$ cat config.mk
export PLATFORM = sky130hd
export DESIGN_NAME = serial_bcs_comparator
export DESIGN_NICKNAME = d
export VERILOG_FILES = /design/src/rtl/serial_bcs_comparator.sv
export SDC_FILE = /design/constraint.sdc
export NUM_CORES = 1
export LEC_CHECK = 0
export BUFFER_PORTS_ARGS = -buffer_cell sky130_fd_sc_hd__buf_2
export CORE_UTILIZATION = 51
export DETAILED_ROUTE_END_ITERATION = 8
export PLACE_DENSITY = 0.75
export RECOVER_POWER = 50
export SLEW_MARGIN = 20
export SYNTH_ARGS = -nofsm -noshare
export SYNTH_HDL_FRONTEND = slang
export SYNTH_SLANG_ARGS = --single-unit
$ cat constraint.sdc
create_clock -name clk -period 1.3 [get_ports clk]
set_input_delay 0.26 -clock clk [delete_from_list [all_inputs] [get_ports clk]]
set_output_delay 0.26 -clock clk [all_outputs]
set_load 0.02 [all_outputs]
$ cat src/rtl/serial_bcs_comparator.sv
// serial_bcs_comparator
//   Bit-serial unsigned magnitude comparator. Operands are loaded on an
//   accepted start and processed MSB first, one bit pair per cycle, using
//   a chained equal/greater slice. Results: e = (A == B), g = (B > A).
//
//   Optional build macro: EARLY_EXIT_EN
//     defined   -> finish on the first differing bit pair
//     undefined -> always process all N bit pairs
//
//   state | meaning
//   IDLE  | waiting for start, e/g hold the last result
//   SHIFT | processing one bit pair per cycle, busy=1
//   DONE  | one-cycle done pulse, start here begins a new compare
module serial_bcs_comparator #(
  parameter int N = 8
) (
  input  logic         clk,
  input  logic         rst_n,
  input  logic         start,
  input  logic [N-1:0] a_in,
  input  logic [N-1:0] b_in,
  output logic         busy,
  output logic         done,
  output logic         e,
  output logic         g
);

  localparam int CW = $clog2(N + 1);

  typedef enum logic [1:0] {IDLE, SHIFT, DONE} state_t;

  state_t         state_q, state_d;
  logic [N-1:0]   a_q, a_d;
  logic [N-1:0]   b_q, b_d;
  logic [CW-1:0]  cnt_q, cnt_d;
  logic           e_q, e_d;
  logic           g_q, g_d;
  logic           busy_q, busy_d;
  logic           done_q, done_d;
  logic           last_bit;
  logic           finish;

  assign last_bit = (cnt_q == CW'(N - 1));

  // Next-state, datapath and registered-output computation.
  always_comb begin
    state_d = state_q;
    a_d     = a_q;
    b_d     = b_q;
    cnt_d   = cnt_q;
    e_d     = e_q;
    g_d     = g_q;
    busy_d  = 1'b0;
    done_d  = 1'b0;
    finish  = 1'b0;
    case (state_q)
      IDLE, DONE: begin
        if (start) begin
          a_d     = a_in;
          b_d     = b_in;
          e_d     = 1'b1;
          g_d     = 1'b0;
          cnt_d   = '0;
          state_d = SHIFT;
          busy_d  = 1'b1;
        end else begin
          state_d = IDLE;
        end
      end
      SHIFT: begin
        // g uses the pre-update e so only the first difference decides it
        e_d   = e_q & ~(a_q[N-1] ^ b_q[N-1]);
        g_d   = g_q | (e_q & b_q[N-1] & ~a_q[N-1]);
        a_d   = {a_q[N-2:0], 1'b0};
        b_d   = {b_q[N-2:0], 1'b0};
        cnt_d = cnt_q + 1'b1;
`ifdef EARLY_EXIT_EN
        finish = last_bit | ~e_d;
`else
        finish = last_bit;
`endif
        if (finish) begin
          state_d = DONE;
          done_d  = 1'b1;
        end else begin
          busy_d  = 1'b1;
        end
      end
      default: begin
        state_d = IDLE;
      end
    endcase
  end

  // State and output registers with synchronous active-low reset.
  always_ff @(posedge clk) begin
    if (!rst_n) begin
      state_q <= IDLE;
      a_q     <= '0;
      b_q     <= '0;
      cnt_q   <= '0;
      e_q     <= 1'b0;
      g_q     <= 1'b0;
      busy_q  <= 1'b0;
      done_q  <= 1'b0;
    end else begin
      state_q <= state_d;
      a_q     <= a_d;
      b_q     <= b_d;
      cnt_q   <= cnt_d;
      e_q     <= e_d;
      g_q     <= g_d;
      busy_q  <= busy_d;
      done_q  <= done_d;
    end
  end

  assign busy = busy_q;
  assign done = done_q;
  assign e    = e_q;
  assign g    = g_q;

endmodule

== Word-level counts from Yosys, hierarchy flattened ==
Cells that the tools add are included.

* Add/subtract/negate cells: 1
* Eq/ne operators: 5
* Muxes and demuxes: 17
* Bitwise gates (word level): 7
* Reductions and logical operators: 5

{| class="wikitable"
|+ Operators with widths
! kind !! number
|-
| case mux 8 bit (2 select lines) || 2
|-
| two-way mux 8 bit || 2
|-
| case mux 4 bit (2 select lines) || 1
|-
| two-way mux 1 bit || 6
|-
| case mux 1 bit (2 select lines) || 3
|-
| adder 4 x 1 -> 4 bit, second input constant || 1
|-
| equality test 4 x 3 -> 1 bit, second input constant || 1
|-
| two-way mux 4 bit || 1
|-
| != test 2 bit, second input constant || 2
|-
| case mux 2 bit (2 select lines) || 1
|-
| AND reduction 2 bit || 2
|-
| AND 1 bit || 3
|-
| equality test 2 x 1 -> 1 bit, second input constant || 1
|-
| equality test 2 bit, second input constant || 1
|-
| logical NOT 2 bit || 1
|-
| two-way mux 2 bit || 1
|-
| inverter 1 bit || 2
|-
| nonzero test 2 bit || 1
|-
| OR reduction 2 bit || 1
|-
| OR 1 bit || 1
|-
| bitwise XOR 1 bit || 1
|}

* Bits in registers: 26
* Bits of input ports: 19
* Output and inout port bits: 4
* Word-level logic and storage cells: 43

== Logic depth before layout (Yosys ltp) ==
Gate-level depths: netlist of run 1.

* Depth in word-level cells: 4
* Gate-level depth with buffers: 5
* Mapped depth without buffers: 3

== Worst setup path before layout of run 1 ==
No wires, ideal clock.

* Kind: register to register
* From: register cnt_q[0]
* To: register cnt_q[2]
* Library setup time: 0.079 ns
* Data arrival time: 0.995 ns
* Required time: 1.221 ns
* Slack: 0.226 ns
* Cell stages (with the launch flop): 4
* Buffers on the path: 0
* Period minus slack after synthesis: 1.074 ns
* Cell sequence: dfxtp_1 ha_1 mux2_4 a211oi_2

* Word-level cells in the longest chain between the ends: 2

{| class="wikitable"
|+ Ends and longest elaborated chain
! item !! RTL line !! source
|-
| from (decl) || 35 || <nowiki>logic [CW-1:0] cnt_q, cnt_d;</nowiki>
|-
| from (signal assigned) || 110 || <nowiki>cnt_q <= cnt_d;</nowiki>
|-
| adder 4 x 1 -> 4 bit || 76 || <nowiki>cnt_d = cnt_q + 1'b1;</nowiki>
|-
| case mux 4 bit (2 select lines) || 56 || <nowiki>case (state_q)</nowiki>
|}

No other way between the ends.
A chain may end at the register's enable or synchronous reset.

== Final worst setup path of run 1 ==
Same ends and word-level chain as after synthesis.

==> flow_summary.toml, run 1 <==
[critical_path]
cp_max_fo = 5
cp_slowest_cell = "dfxtp_1"
worstPathArrival_ns = 1.44
worstSetupEndpointType = "flip-flop"
crit_buf_inv = 0
path_cells = "ha_1 > mux2_4 > a211oi_2"
startpoint_type = "flip-flop"
crit_type = "reg2reg"
crit_family = "flip-flops"
reg2reg_slack_ns = 0.10
critical_path_required_ns = 1.54
cpPeakStageDelay_ns = 0.38

[placed_design]
placedCellCount = 161
hpwl_um = 1540
numPortBuffers = 22
gp_congestion = 0.723

[sta]
clock_skew_ns = 0.00915
setup_viol = 0
maxSlewViolCount = 0
finalHoldViolCount = 0
worst_pin_slew_ns = 0.390
max-slew-margin-rel = 0.740
fin_crit_ns = 1.20
period_share = 0.921
rsz0062_at_grt = "no"
timing.fmax_mhz = 835

[global_route]
antenna_found_initial = 0
grt_pass1_wl_um = 3400
grt_usage = 0.211
grt_max_degree = 23
overflow = 0
grt_pass1_vias = 790

[power_and_ir_drop]
ir_drop_uv = 834
total_leakage_power_nw = 0.505
pwr-share-seq = 0.533
power.share.clock = 0.334
comb_power_share = 0.133
p_int_mw = 1.24
p_switching_mw = 0.392
p_per_area_nw_per_um2 = 1320
sw_frac_of_total = 0.240

[detailed_routing]
dr_total_vias = 944
drt_wl_total_um = 2220
ant_nets = 0
via_per_inst = 5.72
first_iter_violations = 35
first_pass_iters = 4
drcViolationCount = 0
wire_per_inst_um = 13.4

[floorplan]
core_um2 = 1960
dieHeight_um = 47.8
die-area_um2 = 2280
num_rows = 16
ios = 23
initial_core_util = 0.545
fp.dieW_um = 47.8

[cts]
clkTransAtPathRegs_ns = 0.14
holdBufCountCts = 0
cts_sinks = 26
clockRootBuffer = "clkbuf_4"
cts_max_level = 1
cts_made_buffers = 3
clock_latency_ns = 0.32
tritoncts = "yes"
clockBufferDepth = 2

[logic_synthesis]
ys_async_sr_fraction = 0
ys_ff_latch = 26
post-synth-top-area-fraction = 0.487
synth_nets = 135
synth_most_common_cell = "dfxtp_1"
synth.area.top_cells = "dfxtp_1 49%, a21oi_1 10%, a22oi_1 9.8%"
yosys_most_used_dff = "dfxtp_1"
yosys_warnings = 0
avgSynthCellArea_um2 = 9.29
synth_top_cell_by_area = "dfxtp_1"
syn_area_um2 = 1070
synth.top_cells.by_count = "26 x dfxtp_1, 22 x a21oi_1, 19 x nand3_1"
synth_edf_count = 0
yosysSeqAreaShare = 0.487
synthDistinctLibCells = 25
synth_cells = 115

[hold_path]
hold_path.class = "in2reg"

[finish]
drive_above_1_share = 0.232
syn_to_final_growth_pct = 16.3
diodes = 0
multi_input_area_um2 = 478
seqCellArea_um2 = 520
final_cells = 165
n_fill_cell = 190
finish.utilization = 0.633
final_nets = 159

[status]
status = "completed"

[flow_run]
cap_violations = 0
## worst min-delay path: stages
cell     delay, ns
buf_2         0.09
nand2_1       0.05
a21oi_1       0.05
## layout make-up
| class | instances | share of cell area |
|---|---|---|
| Timing Repair Buffer | 29 | 0.121 |
| Clock buffer | 3 | 0.0181 |
| Sequential cell | 26 | 0.419 |
| Tap cell | 27 | 0.0272 |
| Clock inverter | 1 | 0.0242 |
| Inverter | 2 | 0.00604 |
| Multi-Input combinational cell | 77 | 0.385 |
## cell usage in the layout (no fill, tap or decap), types with 2 or more instances in the layout
master,synthesis,final
buf_2,3,18
nand2_1,3,3
nor2b_1,2,2
dfxtp_1,26,26
a22oi_1,14,14
inv_1,2,2
a21oi_1,22,22
buf_4,4,4
clkbuf_4,0,3
nand2b_1,3,3
clkbuf_1,2,4
clkbuf_2,0,3
nand3_1,19,19
and4_1,2,2
## worst paths after layout
check | startpoint | endpoint | cells past startpoint
setup / recovery | cnt_q[0]$_SDFFE_PN0P_ | cnt_q[2]$_SDFFE_PN0P_ | 3
setup reg to reg | cnt_q[0]$_SDFFE_PN0P_ | cnt_q[2]$_SDFFE_PN0P_ | 3
hold / removal | a_in[0] | a_q[0]$_SDFFE_PN0P_ | 3
hold reg to reg | a_q[2]$_SDFFE_PN0P_ | a_q[2]$_SDFFE_PN0P_ | 2
## sequential cells by signal, indices dropped and copies added (netlist names)
| name | cells |
|---|---|
| busy | 1 |
| cnt_q | 4 |
| b_q | 8 |
| done | 1 |
| e | 1 |
| a_q | 8 |
| state_q | 2 |
| g | 1 |
## per-layer routing
metal,track usage,up-vias,wire [µm]
met5,0,-,0
met4,0.0556,0,4
met3,0.0340,2,84
met2,0.338,19,1100
met1,0.295,453,1030
li1,-,470,-
## stage by stage
stage | power (mW) | setup WS, ns | hold WS (ns) | setup TNS (ns) | area [µm²]
2_1_floorplan | 1.04 | 0.226 | 0.396 | 0 | 1070
3_3_place_gp | 1.10 | -0.0194 | 0.455 | -0.0910 | 1200
3_5_place_dp | 1.11 | -0.0992 | 0.468 | -0.665 | 1200
4_1_cts | 1.65 | 0.117 | 0.162 | 0 | 1250
5_1_grt | 1.71 | 0.0428 | 0.190 | 0 | 1240
6_report | 1.64 | 0.102 | 0.163 | 0 | 1240
## power by group through the flow
stage,logic (mW),registers (mW),clock network (mW)
finish,0.218,0.873,0.547
global route,0.242,0.880,0.585
CTS,0.222,0.872,0.554
detailed placement,0.220,0.890,0
global placement,0.214,0.887,0
floorplan,0.150,0.889,0
## timing repair
item	CTS	global route
buffers inserted	0	0
hold endpoints to repair	0	0
setup endpoints to repair	19	0
gates resized for setup	1	0
## kinds of logic after synthesis
group | count (synthesis) | synth area share
AOI/OAI and AO/OA | 40 | 0.233
and+or+nand+nor | 33 | 0.170
DFF | 26 | 0.487
buffers and inverters | 12 | 0.0667
muxes | 2 | 0.0234
xor gates and xnor gates | 1 | 0.00820
adders and majority gates | 1 | 0.0117
(Power assumes the default switching activity.)
==> run 2, diff against run 1 <==
--- a/config.mk
+++ b/config.mk
@@ -6,6 +6,7 @@
 export NUM_CORES = 1
 export LEC_CHECK = 0
 export BUFFER_PORTS_ARGS = -buffer_cell sky130_fd_sc_hd__buf_2
+export CORE_MARGIN = 4
 export CORE_UTILIZATION = 51
 export DETAILED_ROUTE_END_ITERATION = 8
 export PLACE_DENSITY = 0.75
==> flow_summary.toml, run 2 (same netlist as run 1, synthesis figures left out) <==
[sta]
setup_viol = 0
maxSlewViolCount = 0
worst_pin_slew_ns = 0.355
fin_crit_ns = 1.17
rsz0062_at_grt = "no"
max-slew-margin-rel = 0.763
finalHoldViolCount = 0
period_share = 0.898
clock_skew_ns = 0.0103
timing.final.ws_setup_ns = 0.133
timing.fmax_mhz = 857

[placed_design]
numPortBuffers = 22
hpwl_um = 1490
gp_congestion = 0.786
post-place-ws_ns = -0.0311
placedCellCount = 160

[finish]
final_nets = 158
diodes = 0
drive_above_1_share = 0.226
mostFrequentLayoutCells = "26 x dfxtp_1, 22 x a21oi_1, 19 x nand3_1"
syn_to_final_growth_pct = 14.3
reg.largest.list = "a_q: 8 flops, b_q: 8 flops, cnt_q: 4 flops"
n_fill_cell = 178
multi_input_area_um2 = 478
final_cells = 164
seqCellArea_um2 = 520
final_common_cell = "dfxtp_1"

[floorplan]
dieHeight_um = 53.8
initial_core_util = 0.539
fp.dieW_um = 53.8
ios = 23
num_rows = 16
core_um2 = 1980
die-area_um2 = 2890

[global_route]
antenna_found_initial = 0
grt_usage = 0.161
grt_pass1_vias = 816
overflow = 0
grt_pass1_wl_um = 3460
grt_max_degree = 23

[critical_path]
startpoint_type = "flip-flop"
reg2reg_from = "cnt_q[0]$_SDFFE_PN0P_"
critical_path_required_ns = 1.54
worstPathArrival_ns = 1.41
cp_max_fo = 5
worstSetupEndpointType = "flip-flop"
crit_type = "reg2reg"
cp-startpoint = "cnt_q[0]$_SDFFE_PN0P_"

[detailed_routing]
via_per_inst = 5.61
dr_total_vias = 920
drt_wl_total_um = 2110
first_pass_iters = 5
wire_per_inst_um = 12.9
first_iter_violations = 26
drcViolationCount = 0
ant_nets = 0

[flow_run]
cap_violations = 0

[cts]
cts_made_buffers = 3
cts_max_level = 1
clock_latency_ns = 0.31
holdBufCountCts = 0
clkTransAtPathRegs_ns = 0.14
clockRootBuffer = "clkbuf_4"
cts_sinks = 26
tritoncts = "yes"
clockBufferDepth = 2

[power_and_ir_drop]
p_per_area_nw_per_um2 = 1210
ir_drop_uv = 769
fin_total_pwr_mw = 1.47
total_leakage_power_nw = 0.494

[hold_path]
hold_path.class = "in2reg"
min_from = "a_in[0]"

[status]
status = "completed"
==> run 2: changes by cell type in the layout (fill, tap and decap cells not counted), sizes merged <==
cell / delta
bufinv: -1
==> run 2: where the power goes <==
part           internal, mW  switching, mW  total, mW
clock network         0.171          0.221      0.392
registers             0.843         0.0291      0.872
logic                0.0883          0.121      0.210
total                  1.10          0.371       1.47
==> run 2: path summary, 6_finish.rpt <==
| path | end | slack [ns] | depth (start not counted) |
|---|---|---|---|
| setup / recovery | cnt_q[2]$_SDFFE_PN0P_ | 0.13 | 3 |
| hold reg to reg | b_q[2]$_SDFFE_PN0P_ | 0.48 | 2 |
| hold / removal | a_q[0]$_SDFFE_PN0P_ | 0.17 | 3 |
| setup reg to reg | cnt_q[2]$_SDFFE_PN0P_ | 0.13 | 3 |
==> run 2: metrics by stage <==
stage	util	cell area [µm²]	setup TNS, ns	hold WS [ns]
final	0.616	1220	0	0.166
after global routing	0.616	1220	0	0.157
after CTS	0.621	1230	0	0.162
after detailed placement	0.602	1190	-0.265	0.466
after global placement	0.602	1190	-0.150	0.455
after floorplan	-	1070	0	0.396
==> run 2: metal layers <==
| metal | vias to the layer above | part of all wire | global-route usage |
|---|---|---|---|
| met1 | 424 | 0.45 | 0.212 |
| met4 | 0 | 0.0038 | 0.0638 |
| met3 | 2 | 0.062 | 0.0249 |
| li1 | 466 | - | - |
| met5 | - | 0 | 0 |
| met2 | 28 | 0.48 | 0.260 |
==> run 2: layout make-up <==
cell class              instances  share of cell area
flip-flops and latches         26               0.426
multi-input cells              77               0.391
repair buffers                 28               0.119
clock buffers                   4              0.0297
well taps                      27              0.0277
inverters                       2             0.00615
==> run 2: critical path, cell delays in order (launching register included) <==
cell	delay (ns)
dfxtp_1	0.36
ha_1	0.25
mux2_4	0.29
a211oi_2	0.20
==> run 2: repair_timing <==
item / 4_1_cts / 5_1_grt
resized for setup: 1 / 0
setup buffers: 0 / 0
setup endpoints to repair: 19 / 0
